--- config.mk ---
export PLATFORM = sky130hd
export DESIGN_NAME = cla_addsub_pipe_flat
export DESIGN_NICKNAME = d
export VERILOG_FILES = /design/src/rtl/cla_addsub_pipe_if.sv /design/src/rtl/cla_addsub_pipe.sv /design/src/flat_wrapper.sv
export SDC_FILE = /design/constraint.sdc
export NUM_CORES = 1
export LEC_CHECK = 0
export BUFFER_PORTS_ARGS = -buffer_cell sky130_fd_sc_hd__clkbuf_2
export CAP_MARGIN = 20
export CORE_ASPECT_RATIO = 1.2
export CORE_MARGIN = 2
export CORE_UTILIZATION = 58
export CTS_CLUSTER_DIAMETER = 30
export CTS_CLUSTER_SIZE = 16
export DETAILED_ROUTE_END_ITERATION = 8
export PLACE_DENSITY = 0.89
export SLEW_MARGIN = 20
export SYNTH_ARGS = -nofsm -noshare
export SYNTH_HDL_FRONTEND = slang
export SYNTH_SLANG_ARGS = --single-unit
--- constraint.sdc ---
create_clock -name clk -period 4.7 [get_ports clk]
set_input_delay 0.47 -clock clk [delete_from_list [all_inputs] [get_ports clk]]
set_output_delay 0.47 -clock clk [all_outputs]
set_load 0.02 [all_outputs]
--- src/rtl/cla_addsub_pipe_if.sv ---
// Stream interface for cla_addsub_pipe.
//   in_valid/in_ready : operand beat handshake (a, b, cin, op)
//   out_valid/out_ready : result beat handshake (sum, cout, ovf, zero)
// The master drives operands and out_ready; the slave (the adder) drives in_ready and results.
interface cla_addsub_pipe_if #(
  parameter int unsigned WIDTH = 32
);
  logic             in_valid;
  logic             in_ready;
  logic [WIDTH-1:0] a;
  logic [WIDTH-1:0] b;
  logic             cin;
  logic             op;
  logic             out_valid;
  logic             out_ready;
  logic [WIDTH-1:0] sum;
  logic             cout;
  logic             ovf;
  logic             zero;

  modport master (
    output in_valid, a, b, cin, op, out_ready,
    input  in_ready, out_valid, sum, cout, ovf, zero
  );

  modport slave (
    input  in_valid, a, b, cin, op, out_ready,
    output in_ready, out_valid, sum, cout, ovf, zero
  );
endinterface

--- src/rtl/cla_addsub_pipe.sv ---
// Pipelined carry-lookahead adder/subtractor.
// The operand is cut into STAGES slices of SLICE = WIDTH/STAGES bits. Stage s resolves slice s
// with BLOCK-bit lookahead groups (group P/G, then per-bit carries inside each group) using the
// carry registered by stage s-1; stage 0 works straight from the input port.
// Ports:
//   clk    : clock, rising edge
//   rst    : synchronous active-high reset, clears every pipeline register
//   bus_io : slave side of cla_addsub_pipe_if (operand stream in, result stream out)
// Result latency: a beat accepted on edge t is on the outputs right after edge t+STAGES-1.
module cla_addsub_pipe #(
  parameter int unsigned WIDTH  = 32,
  parameter int unsigned BLOCK  = 4,
  parameter int unsigned STAGES = 4
) (
  input logic                 clk,
  input logic                 rst,
  cla_addsub_pipe_if.slave    bus_io
);

  localparam int unsigned SLICE = WIDTH / STAGES;
  localparam int unsigned NGRP  = SLICE / BLOCK;

  if ((STAGES == 0) || (BLOCK == 0) || ((WIDTH % (STAGES * BLOCK)) != 0)) begin : g_param_check
    $error("cla_addsub_pipe: WIDTH must be a non-zero multiple of STAGES*BLOCK");
  end

  typedef logic [SLICE-1:0] slice_t;

  // Returns {carry_in_msb ^ carry_out, carry_out, sum} for one slice.
  function automatic logic [SLICE+1:0] cla_slice(input slice_t x, input slice_t y,
                                                 input logic ci);
    slice_t          p;
    slice_t          g;
    slice_t          s;
    logic [SLICE:0]  c;
    logic [NGRP-1:0] gp;
    logic [NGRP-1:0] gg;
    logic [NGRP:0]   gc;
    p = x ^ y;
    g = x & y;
    // Level 1: group propagate / generate.
    for (int j = 0; j < NGRP; j++) begin
      gp[j] = &p[j*BLOCK +: BLOCK];
      gg[j] = 1'b0;
      for (int k = 0; k < BLOCK; k++) begin
        gg[j] = g[j*BLOCK+k] | (p[j*BLOCK+k] & gg[j]);
      end
    end
    // Level 2: carries into each group from group P/G only.
    gc[0] = ci;
    for (int j = 0; j < NGRP; j++) begin
      gc[j+1] = gg[j] | (gp[j] & gc[j]);
    end
    // Per-bit carries inside each group, seeded by the group carry.
    c = '0;
    for (int j = 0; j < NGRP; j++) begin
      c[j*BLOCK] = gc[j];
      for (int k = 1; k < BLOCK; k++) begin
        c[j*BLOCK+k] = g[j*BLOCK+k-1] | (p[j*BLOCK+k-1] & c[j*BLOCK+k-1]);
      end
    end
    c[SLICE] = gc[NGRP];
    s = p ^ c[SLICE-1:0];
    return {c[SLICE] ^ c[SLICE-1], c[SLICE], s};
  endfunction

  // Per-stage register contents. acc holds finished sum slices below the current stage and
  // still-raw operand A slices above it; bp holds the op-adjusted operand B'.
  logic [STAGES-1:0][WIDTH-1:0] acc_d, acc_q;
  logic [STAGES-1:0][WIDTH-1:0] bp_d, bp_q;
  logic [STAGES-1:0]            c_d, c_q;
  logic [STAGES-1:0]            z_d, z_q;
  logic [STAGES-1:0]            v_d, v_q;
  logic                         ovf_d, ovf_q;

  // Inputs seen by each stage: ports for stage 0, previous register otherwise.
  logic [STAGES-1:0][WIDTH-1:0] src_acc;
  logic [STAGES-1:0][WIDTH-1:0] src_bp;
  logic [STAGES-1:0]            src_c;
  logic [STAGES-1:0]            src_z;
  logic [STAGES-1:0]            src_v;
  logic [STAGES-1:0][SLICE+1:0] res;

  logic en;
  logic accept;

  // The whole pipe freezes only when a finished result is not being taken.
  assign en     = ~(v_q[STAGES-1] & ~bus_io.out_ready);
  assign accept = bus_io.in_valid & en;

  always_comb begin
    src_acc = '0;
    src_bp  = '0;
    src_c   = '0;
    src_z   = '0;
    src_v   = '0;
    res     = '0;
    acc_d   = '0;
    bp_d    = '0;
    c_d     = '0;
    z_d     = '0;
    v_d     = '0;
    ovf_d   = 1'b0;

    // Subtraction as a + ~b + ~cin; c0 = cin ^ op covers both cases.
    src_acc[0] = bus_io.a;
    src_bp[0]  = bus_io.op ? ~bus_io.b : bus_io.b;
    src_c[0]   = bus_io.cin ^ bus_io.op;
    src_z[0]   = 1'b1;
    src_v[0]   = accept;
    for (int s = 1; s < STAGES; s++) begin
      src_acc[s] = acc_q[s-1];
      src_bp[s]  = bp_q[s-1];
      src_c[s]   = c_q[s-1];
      src_z[s]   = z_q[s-1];
      src_v[s]   = v_q[s-1];
    end

    for (int s = 0; s < STAGES; s++) begin
      res[s] = cla_slice(src_acc[s][s*SLICE +: SLICE], src_bp[s][s*SLICE +: SLICE], src_c[s]);
      acc_d[s]                   = src_acc[s];
      acc_d[s][s*SLICE +: SLICE] = res[s][SLICE-1:0];
      bp_d[s]                    = src_bp[s];
      c_d[s]                     = res[s][SLICE];
      z_d[s]                     = src_z[s] & ~|res[s][SLICE-1:0];
      v_d[s]                     = src_v[s];
    end

    // Only the MSB slice's internal carry pair defines signed overflow.
    ovf_d = res[STAGES-1][SLICE+1];
  end

  always_ff @(posedge clk) begin
    if (rst) begin
      acc_q <= '0;
      bp_q  <= '0;
      c_q   <= '0;
      z_q   <= '0;
      v_q   <= '0;
      ovf_q <= 1'b0;
    end else if (en) begin
      acc_q <= acc_d;
      bp_q  <= bp_d;
      c_q   <= c_d;
      z_q   <= z_d;
      v_q   <= v_d;
      ovf_q <= ovf_d;
    end
  end

  assign bus_io.in_ready  = en;
  assign bus_io.out_valid = v_q[STAGES-1];
  assign bus_io.sum       = acc_q[STAGES-1];
  assign bus_io.cout      = c_q[STAGES-1];
  assign bus_io.ovf       = ovf_q;
  assign bus_io.zero      = z_q[STAGES-1];

endmodule

--- src/flat_wrapper.sv ---
// flat-port wrapper written by rule: the top's interface ports become plain ports
module cla_addsub_pipe_flat 
#(
  parameter int unsigned WIDTH  = 32,
  parameter int unsigned BLOCK  = 4,
  parameter int unsigned STAGES = 4
)
  (clk, rst, bus_io_in_valid, bus_io_a, bus_io_b, bus_io_cin, bus_io_op, bus_io_out_ready, bus_io_in_ready, bus_io_out_valid, bus_io_sum, bus_io_cout, bus_io_ovf, bus_io_zero);
  cla_addsub_pipe_if #(.WIDTH(WIDTH)) bus_io_i ();
  input logic clk;
  input logic rst;
  input wire logic [$bits(bus_io_i.in_valid)-1:0] bus_io_in_valid;
  input wire logic [$bits(bus_io_i.a)-1:0] bus_io_a;
  input wire logic [$bits(bus_io_i.b)-1:0] bus_io_b;
  input wire logic [$bits(bus_io_i.cin)-1:0] bus_io_cin;
  input wire logic [$bits(bus_io_i.op)-1:0] bus_io_op;
  input wire logic [$bits(bus_io_i.out_ready)-1:0] bus_io_out_ready;
  output wire logic [$bits(bus_io_i.in_ready)-1:0] bus_io_in_ready;
  output wire logic [$bits(bus_io_i.out_valid)-1:0] bus_io_out_valid;
  output wire logic [$bits(bus_io_i.sum)-1:0] bus_io_sum;
  output wire logic [$bits(bus_io_i.cout)-1:0] bus_io_cout;
  output wire logic [$bits(bus_io_i.ovf)-1:0] bus_io_ovf;
  output wire logic [$bits(bus_io_i.zero)-1:0] bus_io_zero;
  assign bus_io_i.in_valid = bus_io_in_valid;
  assign bus_io_i.a = bus_io_a;
  assign bus_io_i.b = bus_io_b;
  assign bus_io_i.cin = bus_io_cin;
  assign bus_io_i.op = bus_io_op;
  assign bus_io_i.out_ready = bus_io_out_ready;
  assign bus_io_in_ready = bus_io_i.in_ready;
  assign bus_io_out_valid = bus_io_i.out_valid;
  assign bus_io_sum = bus_io_i.sum;
  assign bus_io_cout = bus_io_i.cout;
  assign bus_io_ovf = bus_io_i.ovf;
  assign bus_io_zero = bus_io_i.zero;
  cla_addsub_pipe #(.WIDTH(WIDTH), .BLOCK(BLOCK), .STAGES(STAGES)) u_core (.clk(clk), .rst(rst), .bus_io(bus_io_i));
endmodule
==> impl_metrics.xml <==
<?xml version="1.0" encoding="UTF-8"?>
<metrics>
  <group name="power_and_ir_drop">
    <metric name="cell_internal_pwr" unit="mW">2.64</metric>
    <metric name="finalPower" unit="mW">3.59</metric>
    <metric name="ir_worst_vdd" unit="V">0.000259</metric>
    <metric name="pwr-share-clk" unit="%">39.8</metric>
    <metric name="netSwitchingFraction" unit="%">26.5</metric>
    <metric name="p_comb_share" unit="%">10.8</metric>
    <metric name="cellLeakagePower" unit="nW">3.99</metric>
    <metric name="pwr-share-seq" unit="%">49.4</metric>
    <metric name="cellPowerDensity" unit="mW/mm2">389</metric>
    <metric name="net-switching-power" unit="uW">953</metric>
  </group>
  <group name="critical_path">
    <metric name="timing.critical_path.fanout_max" unit="">3</metric>
    <metric name="crit_chain" unit="">ha_1 -&gt; a21o_1 -&gt; a21oi_1 -&gt; nor2b_1 -&gt; o21ai_0 -&gt; nand2b_1 -&gt; fa_1 -&gt; fa_1 -&gt; fa_1 -&gt; nor4_1 -&gt; nand4_1 -&gt; a21oi_1</metric>
    <metric name="timing.critical_path.to_type" unit="">flip-flop</metric>
    <metric name="crit_type" unit="">reg2reg</metric>
    <metric name="arrival" unit="ns">3.74</metric>
    <metric name="sort_of_element_at_the_start_of_the_critical_path" unit="">flip-flop</metric>
    <metric name="worst_ep_required_time" unit="ns">5.05</metric>
    <metric name="critical_path.slowest_cell" unit="">fa_1</metric>
    <metric name="crit_path_frequent_cell" unit="">fa_1</metric>
    <metric name="cpPeakStageDelay" unit="ns">0.53</metric>
  </group>
  <group name="grt">
    <metric name="first_global_vias" unit="">6084</metric>
    <metric name="track_usage" unit="%">22.1</metric>
    <metric name="grt.overflow.total" unit="">0</metric>
    <metric name="grt.met2_usage" unit="%">36.3</metric>
    <metric name="grt_first_pass_wirelength" unit="um">27800</metric>
    <metric name="antenna_found_initial" unit="">0</metric>
    <metric name="grt_use_met3" unit="%">4.79</metric>
    <metric name="busiest_layer" unit="">met2</metric>
    <metric name="pin_count_of_the_biggest_net_entering_global_routing" unit="">166</metric>
    <metric name="globalRouteMet1Util" unit="%">29.5</metric>
  </group>
  <group name="detailed_routing">
    <metric name="detail-route-antenna-nets" unit="">0</metric>
    <metric name="dr_total_vias" unit="">6549</metric>
    <metric name="wl" unit="um">16700</metric>
    <metric name="via_cell_ratio" unit="">5.40</metric>
    <metric name="detail_route.first_pass.iterations" unit="">5</metric>
    <metric name="drt-wirelength-per-cell" unit="um">13.8</metric>
    <metric name="drt_iter0_drc" unit="">387</metric>
    <metric name="post_route_drc_violation_count" unit="">0</metric>
  </group>
  <group name="cts">
    <metric name="hold_buffers" unit="">0</metric>
    <metric name="tritoncts_clock_tree" unit="">yes</metric>
    <metric name="cts.sinks" unit="">189</metric>
    <metric name="cts_inserted_buffers" unit="">17</metric>
    <metric name="htree_levels" unit="">4</metric>
    <metric name="clockBufferDepth" unit="">2</metric>
    <metric name="clk_pin_slew" unit="ns">0.07</metric>
    <metric name="clockRootBuffer" unit="">clkbuf_16</metric>
    <metric name="clock_latency" unit="ns">0.43</metric>
    <metric name="postCtsSetupBuffers" unit="">0</metric>
    <metric name="post_cts_resize_count" unit="">0</metric>
  </group>
  <group name="placement">
    <metric name="placement.setup.worst_slack" unit="ns">1.02</metric>
    <metric name="numPortBuffers" unit="">106</metric>
    <metric name="post-dp-hpwl" unit="um">11100</metric>
    <metric name="numPlacedInstances" unit="">1181</metric>
    <metric name="place_congestion" unit="">0.837</metric>
    <metric name="placed_area" unit="mm2">0.00863</metric>
  </group>
  <group name="finish">
    <metric name="multi_input_area" unit="mm2">0.00394</metric>
    <metric name="num-nets-final" unit="">1151</metric>
    <metric name="fill_cells" unit="">1163</metric>
    <metric name="post-route-util" unit="%">64.9</metric>
    <metric name="post_layout_nonfiller_instances" unit="">1213</metric>
    <metric name="areaGrowthSynthToFinish" unit="%">10.7</metric>
    <metric name="final_layout_size_suffix_gt1_share" unit="%">14.0</metric>
    <metric name="num_antenna_cells" unit="">0</metric>
    <metric name="stdcell_area" unit="mm2">0.00924</metric>
    <metric name="area.sequential" unit="mm2">0.00378</metric>
  </group>
  <group name="die">
    <metric name="design.portCount" unit="">107</metric>
    <metric name="floorplan.rows" unit="">48</metric>
    <metric name="start_util" unit="%">58.6</metric>
    <metric name="core" unit="mm2">0.0142</metric>
    <metric name="die-width" unit="um">113</metric>
    <metric name="dieHeight" unit="um">135</metric>
    <metric name="design.die.area" unit="mm2">0.0154</metric>
  </group>
  <group name="logic_synthesis">
    <metric name="syn-instance-count" unit="">994</metric>
    <metric name="synth_sequential_area_ratio" unit="%">45.4</metric>
    <metric name="synth-warning-count" unit="">0</metric>
    <metric name="synthArstFlopShare" unit="%">0</metric>
    <metric name="netlist.area_leader.share" unit="%">45.4</metric>
    <metric name="synth-edff-count" unit="">0</metric>
    <metric name="postSynthAreaPerCell" unit="um2">8.39</metric>
    <metric name="synth-main-ff-cell" unit="">dfxtp_1</metric>
    <metric name="synth.cell_area" unit="mm2">0.00834</metric>
    <metric name="post_synth_num_cell_types" unit="">34</metric>
    <metric name="flop_and_latch_count_out_of_synthesis" unit="">189</metric>
    <metric name="synth.net_count" unit="">1120</metric>
    <metric name="post_synth_main_area_contributors" unit="">dfxtp_1, nand2_1, a21oi_1</metric>
    <metric name="synthMostInstantiatedCell" unit="">nand2_1</metric>
    <metric name="yosysTopAreaCell" unit="">dfxtp_1</metric>
    <metric name="ys_top_cells_by_count" unit="">nand2_1, dfxtp_1, a21oi_1, nor2_1, a211oi_1</metric>
  </group>
  <group name="timing">
    <metric name="fin_skew" unit="ns">0.0105</metric>
    <metric name="fmaxAchievable" unit="MHz">295</metric>
    <metric name="worst_slack" unit="ns">1.31</metric>
    <metric name="final-hold-violation-count" unit="">0</metric>
    <metric name="rsz_0062_raised_after_global_routing" unit="">false</metric>
    <metric name="min_period" unit="ns">3.39</metric>
    <metric name="setup_total_negative_slack" unit="ns">0</metric>
    <metric name="worst_slew_pin_slew" unit="ns">1.01</metric>
    <metric name="final_clock_period_utilization_by_the_worst_path" unit="%">72.2</metric>
    <metric name="whs" unit="ns">0.259</metric>
    <metric name="report.final.slew_viol_count" unit="">0</metric>
    <metric name="maxSlewHeadroom" unit="%">32.9</metric>
    <metric name="setup_violations" unit="">0</metric>
  </group>
  <group name="worst_hold_path">
    <metric name="hp-class" unit="">in2reg</metric>
  </group>
  <group name="job">
    <metric name="cap_viol_max_count" unit="">0</metric>
  </group>
  <group name="run_status">
    <metric name="result_of_the_run" unit="">finished, final reports clean</metric>
  </group>
</metrics>
==> power groups by stage <==
stage	logic, mW	registers (mW)	clock network, mW
2_1_floorplan	0.292	1.79	0
3_3_place_gp	0.369	1.80	0
3_5_place_dp	0.382	1.81	0
4_1_cts	0.387	1.77	1.45
5_1_grt	0.437	1.79	1.51
6_report	0.387	1.77	1.43
==> final timing paths <==
path | start | endpoint | slack [ns] | cells after the start
setup / recovery | u_core.bp_d[80] | u_core.z_q[2] | 1.31 | 12
hold / removal | bus_io_a[12] | u_core.acc_q[12] | 0.26 | 3
setup reg to reg | u_core.bp_d[80] | u_core.z_q[2] | 1.31 | 12
hold reg to reg | u_core.acc_d[63] | u_core.acc_d[63] | 0.45 | 2
==> worst max-delay path: cells and delay by family, from the launching register on <==
kind | cells | cell delay (ns)
DFF | 1 | 0.33
adders and majority gates | 4 | 1.74
and+or+nand+nor | 4 | 0.56
AOI/OAI and AO/OA | 4 | 0.68
==> registers in the layout (all words and copies together) (netlist names) <==
| signal | count |
|---|---|
| u_core.acc_q | 24 |
| u_core.z_q | 4 |
| u_core.v_q | 4 |
| u_core.c_q | 4 |
| u_core.bus_io.ovf | 1 |
| u_core.bus_io.sum | 32 |
| u_core.acc_d | 72 |
| u_core.bp_d | 48 |
==> layout make-up <==
cell class,count,share of cell area [%]
sequential,189,41.0
multi-input combinational,679,42.6
clock buffer,17,4.61
tap,175,2.37
timing repair buffer,111,6.35
inverter,27,1.15
clock inverter,15,1.91
==> metal layers <==
layer  vias to the layer above  share of wire [%]
met5                         -                  0
met4                         0                1.9
met3                        24                4.5
met2                       158                 50
met1                      3053                 44
li1                       3314                  -
==> placed cells by master, fill, tap and decap left out, types with 4 or more instances in the layout <==
cell type | synthesis | routed
a211oi_1 | 41 | 41
clkbuf_16 | 0 | 17
clkbuf_2 | 0 | 105
a21o_1 | 5 | 5
xor2_1 | 11 | 11
dfxtp_1 | 189 | 189
o21ai_0 | 4 | 4
inv_6 | 0 | 5
a21oi_1 | 152 | 152
fa_1 | 24 | 24
inv_1 | 27 | 26
buf_4 | 32 | 4
nand2_1 | 284 | 284
a31oi_1 | 5 | 5
nand4_1 | 5 | 5
clkinv_4 | 0 | 4
ha_1 | 32 | 32
nor2_1 | 49 | 49
xnor2_1 | 30 | 30
nor3_1 | 9 | 9
==> cells by family (layout without fill, tap and decap cells) <==
kind of cell    Yosys count  after routing  share of synthesized area, %
xor+xnor                 41             41                          4.30
flops                   189            189                          45.4
simple gates            362            362                          17.1
fa+ha+maj                56             56                          10.6
compound gates          220            220                          15.2
buf+inv                 126            170                          7.42
Power figures use the tool's default switching activity.
